==> src/rtl/mem_access_unit.sv <==
// mem_access_unit: load/store initiator for a byte-addressed, 32-bit,
// little-endian data memory. Handles byte/half/word accesses, sign/zero
// extension on loads and read-modify-write for sub-word stores.
// Optional build macro MAU_ALIGN_CHECK_EN: when defined, misaligned half
// and word accesses are rejected with err instead of proceeding.
module mem_access_unit #(
   parameter int MEM_BYTES = 64,
   parameter int ADDR_W    = 32
) (
   input  logic              clk,
   input  logic              reset,
   input  logic              req,
   input  logic              we,
   input  logic [1:0]        size,
   input  logic              sext,
   input  logic [ADDR_W-1:0] addr,
   input  logic [31:0]       wdata,
   output logic [31:0]       rdata,
   output logic              done,
   output logic              err,
   output logic              busy,
   output logic [ADDR_W-1:0] mem_addr,
   output logic [31:0]       mem_wdata,
   output logic              mem_ren,
   output logic              mem_wen,
   input  logic [31:0]       mem_rdata
);

   typedef enum logic [2:0] {S_IDLE, S_RD, S_RWAIT, S_WR, S_DONE} state_t;

   state_t              r_state;
   state_t              w_next;
   logic                r_we;
   logic [1:0]          r_size;
   logic                r_sext;
   logic [31:0]         r_wdata;
   logic                r_err;
   logic [31:0]         r_rdata;
   logic [ADDR_W-1:0]   r_mem_addr;
   logic [31:0]         r_mem_wdata;
   logic                r_mem_ren;
   logic                r_mem_wen;

   logic                w_accept;
   logic                w_bad;
   logic [ADDR_W:0]     w_last;
   logic [31:0]         w_load_val;
   logic [31:0]         w_merge;

   // Extend the addressed low byte/half of a fetched word into a load result.
   function automatic logic [31:0] f_extend(input logic [31:0] d,
                                            input logic [1:0]  sz,
                                            input logic        sx);
      logic [31:0] res;
      case (sz)
         2'b00:   res = {{24{sx & d[7]}}, d[7:0]};
         2'b01:   res = {{16{sx & d[15]}}, d[15:0]};
         default: res = d;
      endcase
      return res;
   endfunction

   // Overlay the new low byte/half on the old word; upper bytes are rewritten unchanged.
   function automatic logic [31:0] f_merge(input logic [31:0] old_w,
                                           input logic [31:0] new_w,
                                           input logic [1:0]  sz);
      logic [31:0] res;
      case (sz)
         2'b00:   res = {old_w[31:8], new_w[7:0]};
         2'b01:   res = {old_w[31:16], new_w[15:0]};
         default: res = new_w;
      endcase
      return res;
   endfunction

   assign w_accept   = req && (r_state == S_IDLE);
   assign w_last     = {1'b0, addr} + (ADDR_W+1)'(3);
   assign w_load_val = f_extend(mem_rdata, r_size, r_sext);
   assign w_merge    = f_merge(mem_rdata, r_wdata, r_size);

   // Request validity: illegal size or last byte beyond memory (one extra bit so no wrap).
   always_comb begin
      w_bad = (size == 2'b11) || (w_last > (ADDR_W+1)'(MEM_BYTES - 1));
`ifdef MAU_ALIGN_CHECK_EN
      if ((size == 2'b01) && addr[0])
         w_bad = 1'b1;
      if ((size == 2'b10) && (addr[1:0] != 2'b00))
         w_bad = 1'b1;
`endif
   end

   // State register.
   always_ff @(posedge clk or negedge reset) begin
      if (!reset)
         r_state <= S_IDLE;
      else
         r_state <= w_next;
   end

   // Next-state logic: word stores skip the read, sub-word stores read first.
   always_comb begin
      w_next = r_state;
      case (r_state)
         S_IDLE: begin
            if (w_accept) begin
               if (w_bad)
                  w_next = S_DONE;
               else if (we && (size == 2'b10))
                  w_next = S_WR;
               else
                  w_next = S_RD;
            end
         end
         S_RD:    w_next = S_RWAIT;
         S_RWAIT: w_next = r_we ? S_WR : S_DONE;
         S_WR:    w_next = S_DONE;
         S_DONE:  w_next = S_IDLE;
         default: w_next = S_IDLE;
      endcase
   end

   // Request latch, registered memory port and load result.
   always_ff @(posedge clk or negedge reset) begin
      if (!reset) begin
         r_we        <= 1'b0;
         r_size      <= 2'b00;
         r_sext      <= 1'b0;
         r_wdata     <= '0;
         r_err       <= 1'b0;
         r_rdata     <= '0;
         r_mem_addr  <= '0;
         r_mem_wdata <= '0;
         r_mem_ren   <= 1'b0;
         r_mem_wen   <= 1'b0;
      end else begin
         r_mem_ren <= (w_next == S_RD);
         r_mem_wen <= (w_next == S_WR);
         if (w_accept) begin
            r_we    <= we;
            r_size  <= size;
            r_sext  <= sext;
            r_wdata <= wdata;
            r_err   <= w_bad;
            if (!w_bad)
               r_mem_addr <= addr;
            if (!w_bad && we && (size == 2'b10))
               r_mem_wdata <= wdata;
         end
         if (r_state == S_RWAIT) begin
            if (r_we)
               r_mem_wdata <= w_merge;
            else
               r_rdata <= w_load_val;
         end
      end
   end

   assign done      = (r_state == S_DONE);
   assign err       = done && r_err;
   assign busy      = (r_state != S_IDLE);
   assign rdata     = r_rdata;
   assign mem_addr  = r_mem_addr;
   assign mem_wdata = r_mem_wdata;
   assign mem_ren   = r_mem_ren;
   assign mem_wen   = r_mem_wen;

endmodule

==> config.mk <==
export PLATFORM = sky130hd
export DESIGN_NAME = mem_access_unit
export DESIGN_NICKNAME = d
export VERILOG_FILES = /design/src/rtl/mem_access_unit.sv
export SDC_FILE = /design/constraint.sdc
export NUM_CORES = 1
export LEC_CHECK = 0
export ABC_AREA = 1
export CAP_MARGIN = 20
export CORE_UTILIZATION = 45
export CTS_BUF_LIST = sky130_fd_sc_hd__clkbuf_16
export DETAILED_ROUTE_END_ITERATION = 16
export PLACE_DENSITY = 0.76
export SYNTH_ARGS = -nofsm -noshare
export SYNTH_HDL_FRONTEND = slang
export SYNTH_SLANG_ARGS = --single-unit
==> constraint.sdc <==
create_clock -name clk -period 2.7 [get_ports clk]
set_clock_uncertainty 0.1 [all_clocks]
set_input_delay 0.54 -clock clk [delete_from_list [all_inputs] [get_ports clk]]
set_output_delay 0.54 -clock clk [all_outputs]
set_load 0.01 [all_outputs]
==> qor.log, run 1 <==
INFO  status         outcome=complete, no violations
INFO  sta            timing.final.crit_share=95.4%
INFO  clock_tree     skew_pair_late_insertion_delay=420ps
INFO  setup_path     timing.critical_path.required=2910ps
INFO  setup_path     critical_path_maximum_fanout=7
INFO  final_layout   most_common_library_cell_in_the_layout_ignoring_fill_and_taps=sky130_fd_sc_hd__nand2_1
INFO  synthesis      post_synth_edffs=0
INFO  floorplanning  design.core.area=0.0154mm²
INFO  final_layout   fin_nets=1359
INFO  synthesis      syn-num-nets=1078
INFO  synthesis      postSynthAreaPerCell=7.41µm²
INFO  place          preCtsSetupSlack=-742ps
INFO  global_route   use_met2=43.3%
INFO  setup_path     cp-start-kind=input port
INFO  setup_path     worst_r2r_endpoint=mem_wdata[21]
INFO  synthesis      post_synth_main_area_contributors=sky130_fd_sc_hd__dfrtp_1, sky130_fd_sc_hd__nand2_1, sky130_fd_sc_hd__inv_1, sky130_fd_sc_hd__nand3_1, sky130_fd_sc_hd__nor2_1
INFO  sta            finalCriticalPeriod=2580ps
INFO  flow_run       maxCapViolCount=0
INFO  global_route   grt_pass1_wl=35300µm
INFO  sta            final-setup-viol-count=0
INFO  drt            dr_total_vias=7357
INFO  pwr            p_per_area=467mW/mm²
INFO  place          portBuffers=203
INFO  synthesis      synth_cells=973
INFO  floorplanning  fp-row-count=45
INFO  setup_path     worstRegToRegCells=7
INFO  setup_path     cp_top_family=simple AND/OR/NAND/NOR gates
INFO  setup_path     reg2reg_from=r_state[0]
INFO  clock_tree     cts_buffer_depth=2
INFO  global_route   gr-max-usage-layer=met2
INFO  place          place_inst=1428
INFO  synthesis      synth.area.mux_share=2.50%
INFO  clock_tree     h-tree-depth=4
INFO  synthesis      synth-seq-area-share=47.9%
INFO  clock_tree     tritoncts=done
INFO  setup_path     cp.arrival=2790ps
INFO  setup_path     timing.setup.critical_path_class=input port to register
INFO  setup_path     cell_chain_critical_path=dlygate4sd2_1 -> nand2_1 -> nor2_4 -> nand2_2 -> nor2_4 -> nand2_1 -> nand2_1 -> nand2_1 -> nor2_1 -> nand3_1 -> nor2_2 -> nand4_4 -> clkbuf_16 -> nand2_1 -> nand3_1 -> nand2_1 -> inv_1
INFO  sta            slew_violations=0
INFO  hold_path      worstHoldPathType=register to register
INFO  sta            peak_clock_frequency_supported_by_timing=388MHz
INFO  final_layout   num-fill-cells=1245
INFO  sta            worstMarginPinSlew=825ps
INFO  pwr            total_leakage_power=5.78nW
INFO  synthesis      synth_warnings=0
INFO  floorplanning  num_io_pins=204
INFO  pwr            vdd.ir_drop.worst=0.000435V
INFO  synthesis      synth_top_family_by_area=simple AND/OR/NAND/NOR gates
INFO  final_layout   multiInputGateArea=0.00338mm²
INFO  clock_tree     cts_root_buffer=sky130_fd_sc_hd__clkbuf_16
INFO  synthesis      post_synth_and_or_nand_nor_area_fraction=32.1%
INFO  synthesis      synth_area_leader_cell=sky130_fd_sc_hd__dfrtp_1
INFO  clock_tree     cts_inserted_buffers=17
INFO  synthesis      synth_compound_area_share=7.32%
INFO  floorplanning  design.die.area=0.0165mm²
INFO  drt            routed_wire_length_per_instance=15.2µm
INFO  final_layout   layout.cells.most_common_list=sky130_fd_sc_hd__nand2_1, sky130_fd_sc_hd__clkdlybuf4s50_1, sky130_fd_sc_hd__dfrtp_1, sky130_fd_sc_hd__inv_1, sky130_fd_sc_hd__buf_4
INFO  floorplanning  floorplan.initialDensity=46.7%
INFO  synthesis      synthFlopType=sky130_fd_sc_hd__dfrtp_1
INFO  setup_path     setup.worst_path.end=mem_wdata[6]
INFO  sta            timing.slew.headroom=45.0%
INFO  floorplanning  fp.dieW=129µm
INFO  sta            smallest_setup_slack_after_layout=125ps
INFO  clock_tree     clkSinkCount=138
INFO  synthesis      netlist.area_leader.share=47.9%
INFO  drt            route.antenna.remaining_nets=0
INFO  synthesis      yosys.area_share.adder=0.347%
INFO  setup_path     crit_cells=17
INFO  global_route   grt_start_max_net_pins=58
INFO  final_layout   share_of_final_layout_standard_cells_stronger_than_drive_strength_1=17.6%
INFO  final_layout   final_cell_area=0.0112mm²
INFO  drt            drt-pass1-iter-count=5
INFO  global_route   gr-usage-met1=37.8%
INFO  synthesis      synth_seq_cells=138
INFO  sta            hold_viol=0
INFO  clock_tree     cts.reportedPaths.clkPinSlew=60ps
INFO  drt            route.detailed.vias_per_inst=4.98
INFO  global_route   grt_antenna_before_repair=1
INFO  global_route   met3_usage=5.07%
INFO  final_layout   fin_cells=1478
INFO  drt            first_iter_violations=508
INFO  synthesis      netlist-cell-type-count=32
INFO  setup_path     critical_path.n_buffers_inverters=3
INFO  place          hpwl=15800µm
INFO  final_layout   area.sequential=0.00345mm²
INFO  global_route   grtUsageTotal=27.6%
INFO  setup_path     critical_path.endpoint_type=register
INFO  drt            drc=0
INFO  setup_path     crit_slowest_cell=sky130_fd_sc_hd__dlygate4sd2_1
INFO  synthesis      mappedNetlistArea=0.00721mm²
INFO  final_layout   final_core_util=72.4%
INFO  place          placed_inst_area=0.0100mm²
INFO  synthesis      synthXorXnorAreaFrac=0.364%
INFO  setup_path     critical-path-top-cell-by-count=sky130_fd_sc_hd__nand2_1
INFO  floorplanning  die-height=129µm
INFO  setup_path     max_stage_delay=270ps
INFO  global_route   number_of_global_route_vias_before_repair=7031
INFO  setup_path     cp-startpoint=addr[11]
INFO  global_route   overflow=0
INFO  sta            fin_setup_tns=0ps
INFO  final_layout   area_delta_synth_final=54.9%
INFO  place          routabilityCongestion=0.949
INFO  setup_path     reg2reg_setup_slack=470ps
INFO  synthesis      synth_async_sr_flop_share=100%
INFO  drt            wl=22500µm
layer usage:
| layer | wire length (µm) | part of all wire (%) |
|---|---|---|
| met1 | 9980 | 44 |
| met2 | 10400 | 46 |
| met3 | 1440 | 6.4 |
| met4 | 626 | 2.8 |
| met5 | 0 | 0 |
power breakdown:
group,switching (W),internal (W)
registers,0.0000462,0.00215
clock network,0.000881,0.00143
logic,0.000378,0.000328
state kept, by name (all words and copies together), names as in the netlist:
signal	cells
r_err	1
mem_addr	32
mem_wdata	32
r_we	1
rdata	32
mem_ren	1
r_size	2
mem_wen	1
r_wdata	32
r_sext	1
r_state	3
Yosys cell counts (2+ instances only):
cell / instances
sky130_fd_sc_hd__a21oi_1: 4
sky130_fd_sc_hd__a2bb2oi_1: 8
sky130_fd_sc_hd__a31oi_1: 2
sky130_fd_sc_hd__buf_1: 4
sky130_fd_sc_hd__buf_2: 9
sky130_fd_sc_hd__buf_6: 2
sky130_fd_sc_hd__clkbuf_1: 25
sky130_fd_sc_hd__clkinv_1: 3
sky130_fd_sc_hd__dfrtp_1: 138
sky130_fd_sc_hd__ha_1: 2
sky130_fd_sc_hd__inv_1: 129
sky130_fd_sc_hd__inv_2: 3
sky130_fd_sc_hd__mux2i_1: 18
sky130_fd_sc_hd__nand2_1: 355
sky130_fd_sc_hd__nand2_2: 2
sky130_fd_sc_hd__nand3_1: 74
sky130_fd_sc_hd__nand4_1: 30
sky130_fd_sc_hd__nor2_1: 67
sky130_fd_sc_hd__nor2_2: 7
sky130_fd_sc_hd__nor2_4: 3
sky130_fd_sc_hd__nor3_1: 4
sky130_fd_sc_hd__o21ai_0: 46
sky130_fd_sc_hd__o21ai_1: 8
sky130_fd_sc_hd__o21bai_1: 2
sky130_fd_sc_hd__o22a_1: 16
sky130_fd_sc_hd__or2_2: 5
sky130_fd_sc_hd__xnor2_1: 2
cells by family after synthesis:
family          Yosys count
simple gates            551
flops                   138
fa+ha+maj                 2
xor+xnor                  3
buf+inv                 175
mux                      18
compound gates           86
layout make-up:
| cell class | instances | share of cell area [%] |
|---|---|---|
| multi-input cells | 660 | 30.3 |
| inverters | 135 | 4.53 |
| repair buffers | 302 | 26.7 |
| well taps | 211 | 2.36 |
| diodes | 1 | 0.0224 |
| clock inverters | 14 | 1.41 |
| clock buffers | 17 | 3.81 |
| flip-flops and latches | 138 | 30.9 |
stage by stage:
stage	hold WS, ps	power, W
global placement	350	0.00289
detailed placement	350	0.00290
global route	382	0.00542
finish	362	0.00522
CTS	368	0.00522
floorplan	144	0.00250
worst min-delay path by stage:
stage	from	endpoint	slack (ps)	cells after the start
after CTS	mem_addr[30]	mem_addr[30]	370	2
after floorplan	reset	mem_addr[0]	140	0
after global placement	mem_addr[24]	mem_addr[24]	350	2
after global routing	mem_addr[4]	mem_addr[4]	380	2
after detailed placement	mem_addr[14]	mem_addr[14]	350	2
final	mem_addr[21]	mem_addr[21]	360	2
tightest hold or removal path, delay by kind of cell, from the launching register on:
family | cells | cell delay [ps]
simple gates | 1 | 50
buf+inv | 1 | 40
flops | 1 | 340
timing repair:
| item | in CTS | in global routing |
|---|---|---|
| gates resized for setup | 52 | 82 |
| buffers inserted | 9 | 4 |
| setup endpoints to repair | 69 | 69 |
| endpoints found under the hold margin | 20 | 0 |
| cloned | 2 | 2 |
| hold buffers | 1 | 0 |
| pin swaps | 14 | 28 |
No activity file was read; power rests on OpenSTA's default activity.
==> run 2, diff against run 1 <==
--- a/config.mk
+++ b/config.mk
@@ -10,7 +10,7 @@
 export CORE_UTILIZATION = 45
 export CTS_BUF_LIST = sky130_fd_sc_hd__clkbuf_16
 export DETAILED_ROUTE_END_ITERATION = 16
-export PLACE_DENSITY = 0.76
+export PLACE_DENSITY_LB_ADDON = 0.05
 export SYNTH_ARGS = -nofsm -noshare
 export SYNTH_HDL_FRONTEND = slang
 export SYNTH_SLANG_ARGS = --single-unit
==> qor.log, run 2 (synthesized netlist as in run 1, its figures left out) <==
INFO  sta            smallest_setup_slack_after_layout=161ps
INFO  clock_tree     skew_pair_late_insertion_delay=420ps
INFO  clock_tree     cts_root_buffer=sky130_fd_sc_hd__clkbuf_16
INFO  setup_path     reg2reg_from=r_state[0]
INFO  hold_path      whs_path_depth=2
INFO  place          routabilityCongestion=0.904
INFO  flow_run       maxCapViolCount=0
INFO  global_route   grt_start_max_net_pins=58
INFO  sta            finalCriticalPeriod=2540ps
INFO  floorplanning  fp.dieW=129µm
INFO  hold_path      min_delay_worst_endpoint=mem_addr[30]
INFO  sta            hold_viol=0
INFO  final_layout   layout.cells.most_common_list=sky130_fd_sc_hd__nand2_1, sky130_fd_sc_hd__clkdlybuf4s50_1, sky130_fd_sc_hd__dfrtp_1, sky130_fd_sc_hd__inv_1, sky130_fd_sc_hd__buf_4
INFO  pwr            clock_power_share=43.9%
INFO  setup_path     timing.critical_path.required=2910ps
INFO  final_layout   most_common_library_cell_in_the_layout_ignoring_fill_and_taps=sky130_fd_sc_hd__nand2_1
INFO  drt            routed_wire_length_per_instance=14.6µm
INFO  setup_path     reg2reg_setup_slack=510ps
INFO  drt            wl=21500µm
INFO  sta            fin_setup_tns=0ps
INFO  global_route   grt_pass1_wl=34900µm
INFO  place          preCtsSetupSlack=-702ps
INFO  pwr            vdd.ir_drop.worst=0.000420V
INFO  clock_tree     cts.reportedPaths.clkPinSlew=60ps
INFO  global_route   number_of_global_route_vias_before_repair=6942
INFO  sta            slew_violations=0
INFO  clock_tree     tritoncts=done
INFO  floorplanning  design.core.area=0.0154mm²
INFO  drt            drt-pass1-iter-count=5
INFO  sta            timing.slew.headroom=53.2%
INFO  pwr            total_leakage_power=5.71nW
INFO  setup_path     critical_path_maximum_fanout=22
INFO  hold_path      hp-start=mem_addr[30]
INFO  drt            route.antenna.remaining_nets=0
INFO  sta            hold_slack=366ps
INFO  pwr            p_switching=0.00133W
INFO  global_route   grtUsageTotal=27.2%
INFO  pwr            p_seq_share=42.5%
INFO  clock_tree     h-tree-depth=4
INFO  final_layout   area_delta_synth_final=53.1%
INFO  setup_path     worst_r2r_endpoint=rdata[11]
INFO  setup_path     worstRegToRegCells=6
INFO  drt            dr_total_vias=7220
INFO  drt            first_iter_violations=400
INFO  sta            worstMarginPinSlew=699ps
INFO  drt            drc=0
INFO  status         outcome=complete, no violations
INFO  setup_path     critical_path.endpoint_type=register
INFO  pwr            comb_power_share=13.6%
INFO  pwr            netSwitchingFraction=25.8%
INFO  place          hpwl=15600µm
INFO  final_layout   num-fill-cells=1296
INFO  global_route   grt_antenna_before_repair=2
INFO  sta            final-setup-viol-count=0
INFO  floorplanning  num_io_pins=204
INFO  final_layout   final_cell_area=0.0110mm²
INFO  place          placed_inst_area=0.00998mm²
INFO  setup_path     timing.setup.critical_path_class=input port to register
INFO  final_layout   antenna_cells=0
INFO  setup_path     cp.arrival=2740ps
INFO  final_layout   fin_nets=1348
INFO  floorplanning  fp-row-count=45
INFO  final_layout   share_of_final_layout_standard_cells_stronger_than_drive_strength_1=17.0%
INFO  setup_path     cp-start-kind=input port
INFO  pwr            power_report.internal_total=0.00383W
INFO  pwr            p_per_area=467mW/mm²
INFO  clock_tree     cts_buffer_depth=2
INFO  global_route   overflow=0
INFO  floorplanning  die-height=129µm
INFO  hold_path      worstHoldPathType=register to register
INFO  clock_tree     cts_inserted_buffers=17
INFO  sta            timing.final.crit_share=94.0%
INFO  floorplanning  design.die.area=0.0165mm²
INFO  floorplanning  floorplan.initialDensity=46.7%
INFO  sta            peak_clock_frequency_supported_by_timing=394MHz
INFO  drt            route.detailed.vias_per_inst=4.92
INFO  place          portBuffers=203
INFO  clock_tree     clkSinkCount=138
-- run 2: power groups by stage --
stage | Sequential, W | Combinational (W) | Clock, W
4_1_cts | 0.00219 | 0.000681 | 0.00230
6_report | 0.00219 | 0.000700 | 0.00226
5_1_grt | 0.00220 | 0.000776 | 0.00240
3_3_place_gp | 0.00223 | 0.000665 | 0
3_5_place_dp | 0.00223 | 0.000669 | 0
2_1_floorplan | 0.00222 | 0.000282 | 0
-- run 2: repair_timing --
item | 4_1_cts | 5_1_grt
endpoints found under the setup margin | 69 | 68
endpoints found under the hold margin | 29 | 0
pin swaps | 14 | 23
gates cloned | 2 | 0
hold buffers | 1 | 0
resized for setup | 36 | 88
buffers inserted | 5 | 2
-- run 2: worst max path at each step --
stage              from             to  slack (ps)  depth (start not counted)
4_1_cts        addr[15]  mem_wdata[26]           2                         18
6_report        addr[0]    mem_addr[4]         160                         19
5_1_grt        addr[23]  mem_wdata[26]         -30                         18
3_3_place_gp    addr[0]   mem_addr[14]        -690                         17
2_1_floorplan   addr[0]  mem_wdata[16]          80                         16
3_5_place_dp    addr[0]    mem_addr[8]        -700                         17
-- run 2: layout make-up --
cell class                 instances  area, µm²  share of cell area, %
inverter                         135        509                   4.61
clock inverter                    15        150                   1.36
clock buffer                      17        425                   3.85
timing repair buffer             291       2850                   25.8
tap                              211        264                   2.39
sequential                       138       3450                   31.3
multi-input combinational        660       3390                   30.7
-- run 2: critical path, cell delays in order --
cell and delay [ps]:
sky130_fd_sc_hd__clkdlybuf4s15_1 200, sky130_fd_sc_hd__buf_4 120, sky130_fd_sc_hd__nor2_2 40, sky130_fd_sc_hd__nor2_4 230, sky130_fd_sc_hd__buf_4 170, sky130_fd_sc_hd__nand3_1 60
sky130_fd_sc_hd__nand2_1 70, sky130_fd_sc_hd__nand2_1 70, sky130_fd_sc_hd__nor2_1 120, sky130_fd_sc_hd__nand3_1 100, sky130_fd_sc_hd__nor2_1 150, sky130_fd_sc_hd__nand3_2 140
sky130_fd_sc_hd__nor2_4 160, sky130_fd_sc_hd__nand2_2 90, sky130_fd_sc_hd__nor2_4 140, sky130_fd_sc_hd__inv_4 70, sky130_fd_sc_hd__buf_12 150, sky130_fd_sc_hd__nand2_1 70
sky130_fd_sc_hd__nand2_1 60
-- run 2: metrics by stage --
stage | total power, W | cells | util [%]
global placement | 0.00289 | 1425 | 64.7
floorplan | 0.00250 | 973 | -
finish | 0.00516 | 1467 | 71.6
detailed placement | 0.00290 | 1425 | 64.7
global route | 0.00538 | 1467 | 71.6
CTS | 0.00518 | 1465 | 69.8
-- run 2: layer usage --
| metal | vias to the layer above | GRT usage, % | wire (µm) |
|---|---|---|---|
| met5 | - | 0 | 13 |
| met2 | 249 | 43.0 | 9910 |
| met1 | 3324 | 36.5 | 9470 |
| met3 | 30 | 7.48 | 1680 |
| met4 | 2 | 8.03 | 384 |
| li1 | 3615 | - | - |
==> run 3, diff against run 2 <==
--- a/config.mk
+++ b/config.mk
@@ -11,6 +11,7 @@
 export CTS_BUF_LIST = sky130_fd_sc_hd__clkbuf_16
 export DETAILED_ROUTE_END_ITERATION = 16
 export PLACE_DENSITY_LB_ADDON = 0.05
+export RECOVER_POWER = 100
 export SYNTH_ARGS = -nofsm -noshare
 export SYNTH_HDL_FRONTEND = slang
 export SYNTH_SLANG_ARGS = --single-unit
==> qor.log, run 3 (synthesized netlist as in run 1, its figures left out) <==
INFO  status         outcome=complete, no violations
INFO  clock_tree     h-tree-depth=4
INFO  global_route   overflow=0
INFO  flow_run       maxCapViolCount=0
INFO  pwr            p_switching=0.00133W
INFO  setup_path     critical_path.endpoint_type=register
INFO  drt            drt-pass1-iter-count=5
INFO  global_route   grt_antenna_before_repair=2
INFO  drt            first_iter_violations=390
INFO  hold_path      whs_path_depth=2
INFO  pwr            power_report.internal_total=0.00382W
INFO  drt            routed-wl-met3=1750µm
INFO  global_route   grt_pass1_wl=34900µm
INFO  hold_path      worstHoldPathType=register to register
INFO  final_layout   share_of_final_layout_standard_cells_stronger_than_drive_strength_1=16.9%
INFO  pwr            vdd.ir_drop.worst=0.000418V
INFO  final_layout   fin_cells=1467
INFO  pwr            clock_power_share=44.0%
INFO  clock_tree     cts_inserted_buffers=17
INFO  sta            peak_clock_frequency_supported_by_timing=393MHz
INFO  final_layout   final_cell_area=0.0110mm²
INFO  clock_tree     tritoncts=done
INFO  place          place_inst=1425
INFO  sta            worstMarginPinSlew=1420ps
INFO  drt            routed_wire_length_per_instance=14.6µm
INFO  pwr            finalPower=0.00515W
INFO  sta            timing.slew.headroom=5.19%
INFO  floorplanning  num_io_pins=204
INFO  sta            slew_violations=0
INFO  global_route   grt_start_max_net_pins=58
INFO  final_layout   most_common_library_cell_in_the_layout_ignoring_fill_and_taps=sky130_fd_sc_hd__nand2_1
INFO  final_layout   antenna_cells=0
INFO  drt            route.layer.met1.wl=9470µm
INFO  final_layout   area_delta_synth_final=52.9%
INFO  setup_path     timing.critical_path.required=2900ps
INFO  place          placed_inst_area=0.00998mm²
INFO  setup_path     critical_path_maximum_fanout=22
INFO  final_layout   multiInputGateArea=0.00339mm²
INFO  sta            final-setup-viol-count=0
INFO  place          routabilityCongestion=0.904
INFO  sta            finalCriticalPeriod=2550ps
INFO  place          portBuffers=203
INFO  floorplanning  fp.dieW=129µm
INFO  floorplanning  die-height=129µm
INFO  final_layout   layout.cells.most_common_list=sky130_fd_sc_hd__nand2_1, sky130_fd_sc_hd__dfrtp_1, sky130_fd_sc_hd__inv_1, sky130_fd_sc_hd__dlygate4sd3_1, sky130_fd_sc_hd__clkdlybuf4s50_1
INFO  clock_tree     skew_pair_late_insertion_delay=420ps
INFO  final_layout   area.sequential=0.00345mm²
INFO  place          hpwl=15600µm
INFO  clock_tree     clkSinkCount=138
INFO  clock_tree     cts.reportedPaths.clkPinSlew=60ps
INFO  final_layout   final_core_util=71.5%
INFO  clock_tree     cts_buffer_depth=2
INFO  setup_path     worstRegToRegCells=6
INFO  clock_tree     cts_root_buffer=sky130_fd_sc_hd__clkbuf_16
INFO  final_layout   num-fill-cells=1302
INFO  drt            drc=0
INFO  sta            hold_viol=0
INFO  drt            maxUsedRoutingLayer=met5
INFO  setup_path     timing.setup.critical_path_class=input port to register
INFO  sta            timing.final.crit_share=94.3%
INFO  drt            dr_wl_met2=9840µm
INFO  pwr            p_seq_share=42.6%
INFO  pwr            comb_power_share=13.5%
INFO  floorplanning  design.core.area=0.0154mm²
INFO  global_route   grtUsageTotal=27.2%
INFO  floorplanning  fp-row-count=45
INFO  floorplanning  design.die.area=0.0165mm²
INFO  pwr            total_leakage_power=5.90nW
INFO  setup_path     cp.arrival=2750ps
INFO  floorplanning  floorplan.initialDensity=46.7%
INFO  drt            dr_total_vias=7232
INFO  drt            route.antenna.remaining_nets=0
INFO  global_route   number_of_global_route_vias_before_repair=6942
INFO  pwr            netSwitchingFraction=25.8%
INFO  setup_path     cp-start-kind=input port
INFO  final_layout   fin_nets=1348
INFO  drt            wl=21400µm
INFO  pwr            p_per_area=467mW/mm²
INFO  drt            route.detailed.vias_per_inst=4.93
[run 3: cell types whose count changed in the layout (fill, tap and decap cells not counted)]
cell | before | now
sky130_fd_sc_hd__buf_12 | 4 | 3
sky130_fd_sc_hd__buf_4 | 76 | 74
sky130_fd_sc_hd__clkbuf_1 | 0 | 1
sky130_fd_sc_hd__clkbuf_2 | 0 | 1
sky130_fd_sc_hd__clkdlybuf4s50_1 | 175 | 77
sky130_fd_sc_hd__dlygate4sd2_1 | 5 | 6
sky130_fd_sc_hd__dlygate4sd3_1 | 1 | 99
[run 3: final timing paths]
| kind | from | end | slack [ps] |
|---|---|---|---|
| max | addr[0] | mem_addr[4] | 150 |
| min | mem_addr[30] | mem_addr[30] | 360 |
| max reg2reg | r_state[0] | rdata[11] | 490 |
| min reg2reg | mem_addr[30] | mem_addr[30] | 360 |
| max in group asynchronous | reset | mem_wdata[20] | 360 |
| min in group asynchronous | reset | mem_addr[29] | 1020 |
[run 3: metal layers]
metal	vias to the layer above	global-route usage, %
met3	32	7.48
met1	3318	36.5
met5	-	0
li1	3622	-
met4	2	8.03
met2	258	43.0
[run 3: stage by stage]
step | TNS, ps | hold WS, ps | setup WS [ps]
after global placement | -43470 | 346 | -689
after CTS | 0 | 367 | 1.79
final | 0 | 360 | 153
after global routing | -189 | 376 | -31.4
after floorplan | 0 | 144 | 79.9
after detailed placement | -44150 | 343 | -702
[run 3: repair_timing]
item                                    4_1_cts  5_1_grt
hold buffers                                  1        0
buffers inserted                              5        2
pin swaps                                    14       23
endpoints found under the setup margin       69       68
gates cloned                                  2        0
gates resized for setup                      36       88
hold endpoints to repair                     29        0
[run 3: power groups by stage]
stage | registers [W] | logic, W | clock network (W)
after floorplan | 0.00222 | 0.000282 | 0
after global placement | 0.00223 | 0.000665 | 0
after detailed placement | 0.00223 | 0.000669 | 0
after CTS | 0.00219 | 0.000681 | 0.00230
after global routing | 0.00220 | 0.000770 | 0.00240
final | 0.00219 | 0.000693 | 0.00226
[run 3: area by class of cell]
type                    count  area share [%]
clock buffers              17            3.86
clock inverters            15            1.36
inverters                 135            4.62
multi-input cells         660            30.7
flip-flops and latches    138            31.3
well taps                 211            2.39
repair buffers            291            25.7
[run 3: worst max-delay path: stages]
cell                              delay, ps
sky130_fd_sc_hd__clkdlybuf4s15_1        200
sky130_fd_sc_hd__buf_4                  120
sky130_fd_sc_hd__nor2_2                  40
sky130_fd_sc_hd__nor2_4                 230
sky130_fd_sc_hd__buf_4                  170
sky130_fd_sc_hd__nand3_1                 60
sky130_fd_sc_hd__nand2_1                 70
sky130_fd_sc_hd__nand2_1                 70
sky130_fd_sc_hd__nor2_1                 120
sky130_fd_sc_hd__nand3_1                100
sky130_fd_sc_hd__nor2_1                 150
sky130_fd_sc_hd__nand3_2                140
sky130_fd_sc_hd__nor2_4                 160
sky130_fd_sc_hd__nand2_2                 90
sky130_fd_sc_hd__nor2_4                 140
sky130_fd_sc_hd__inv_4                   70
sky130_fd_sc_hd__buf_12                 150
sky130_fd_sc_hd__nand2_1                 70
sky130_fd_sc_hd__nand2_1                 60
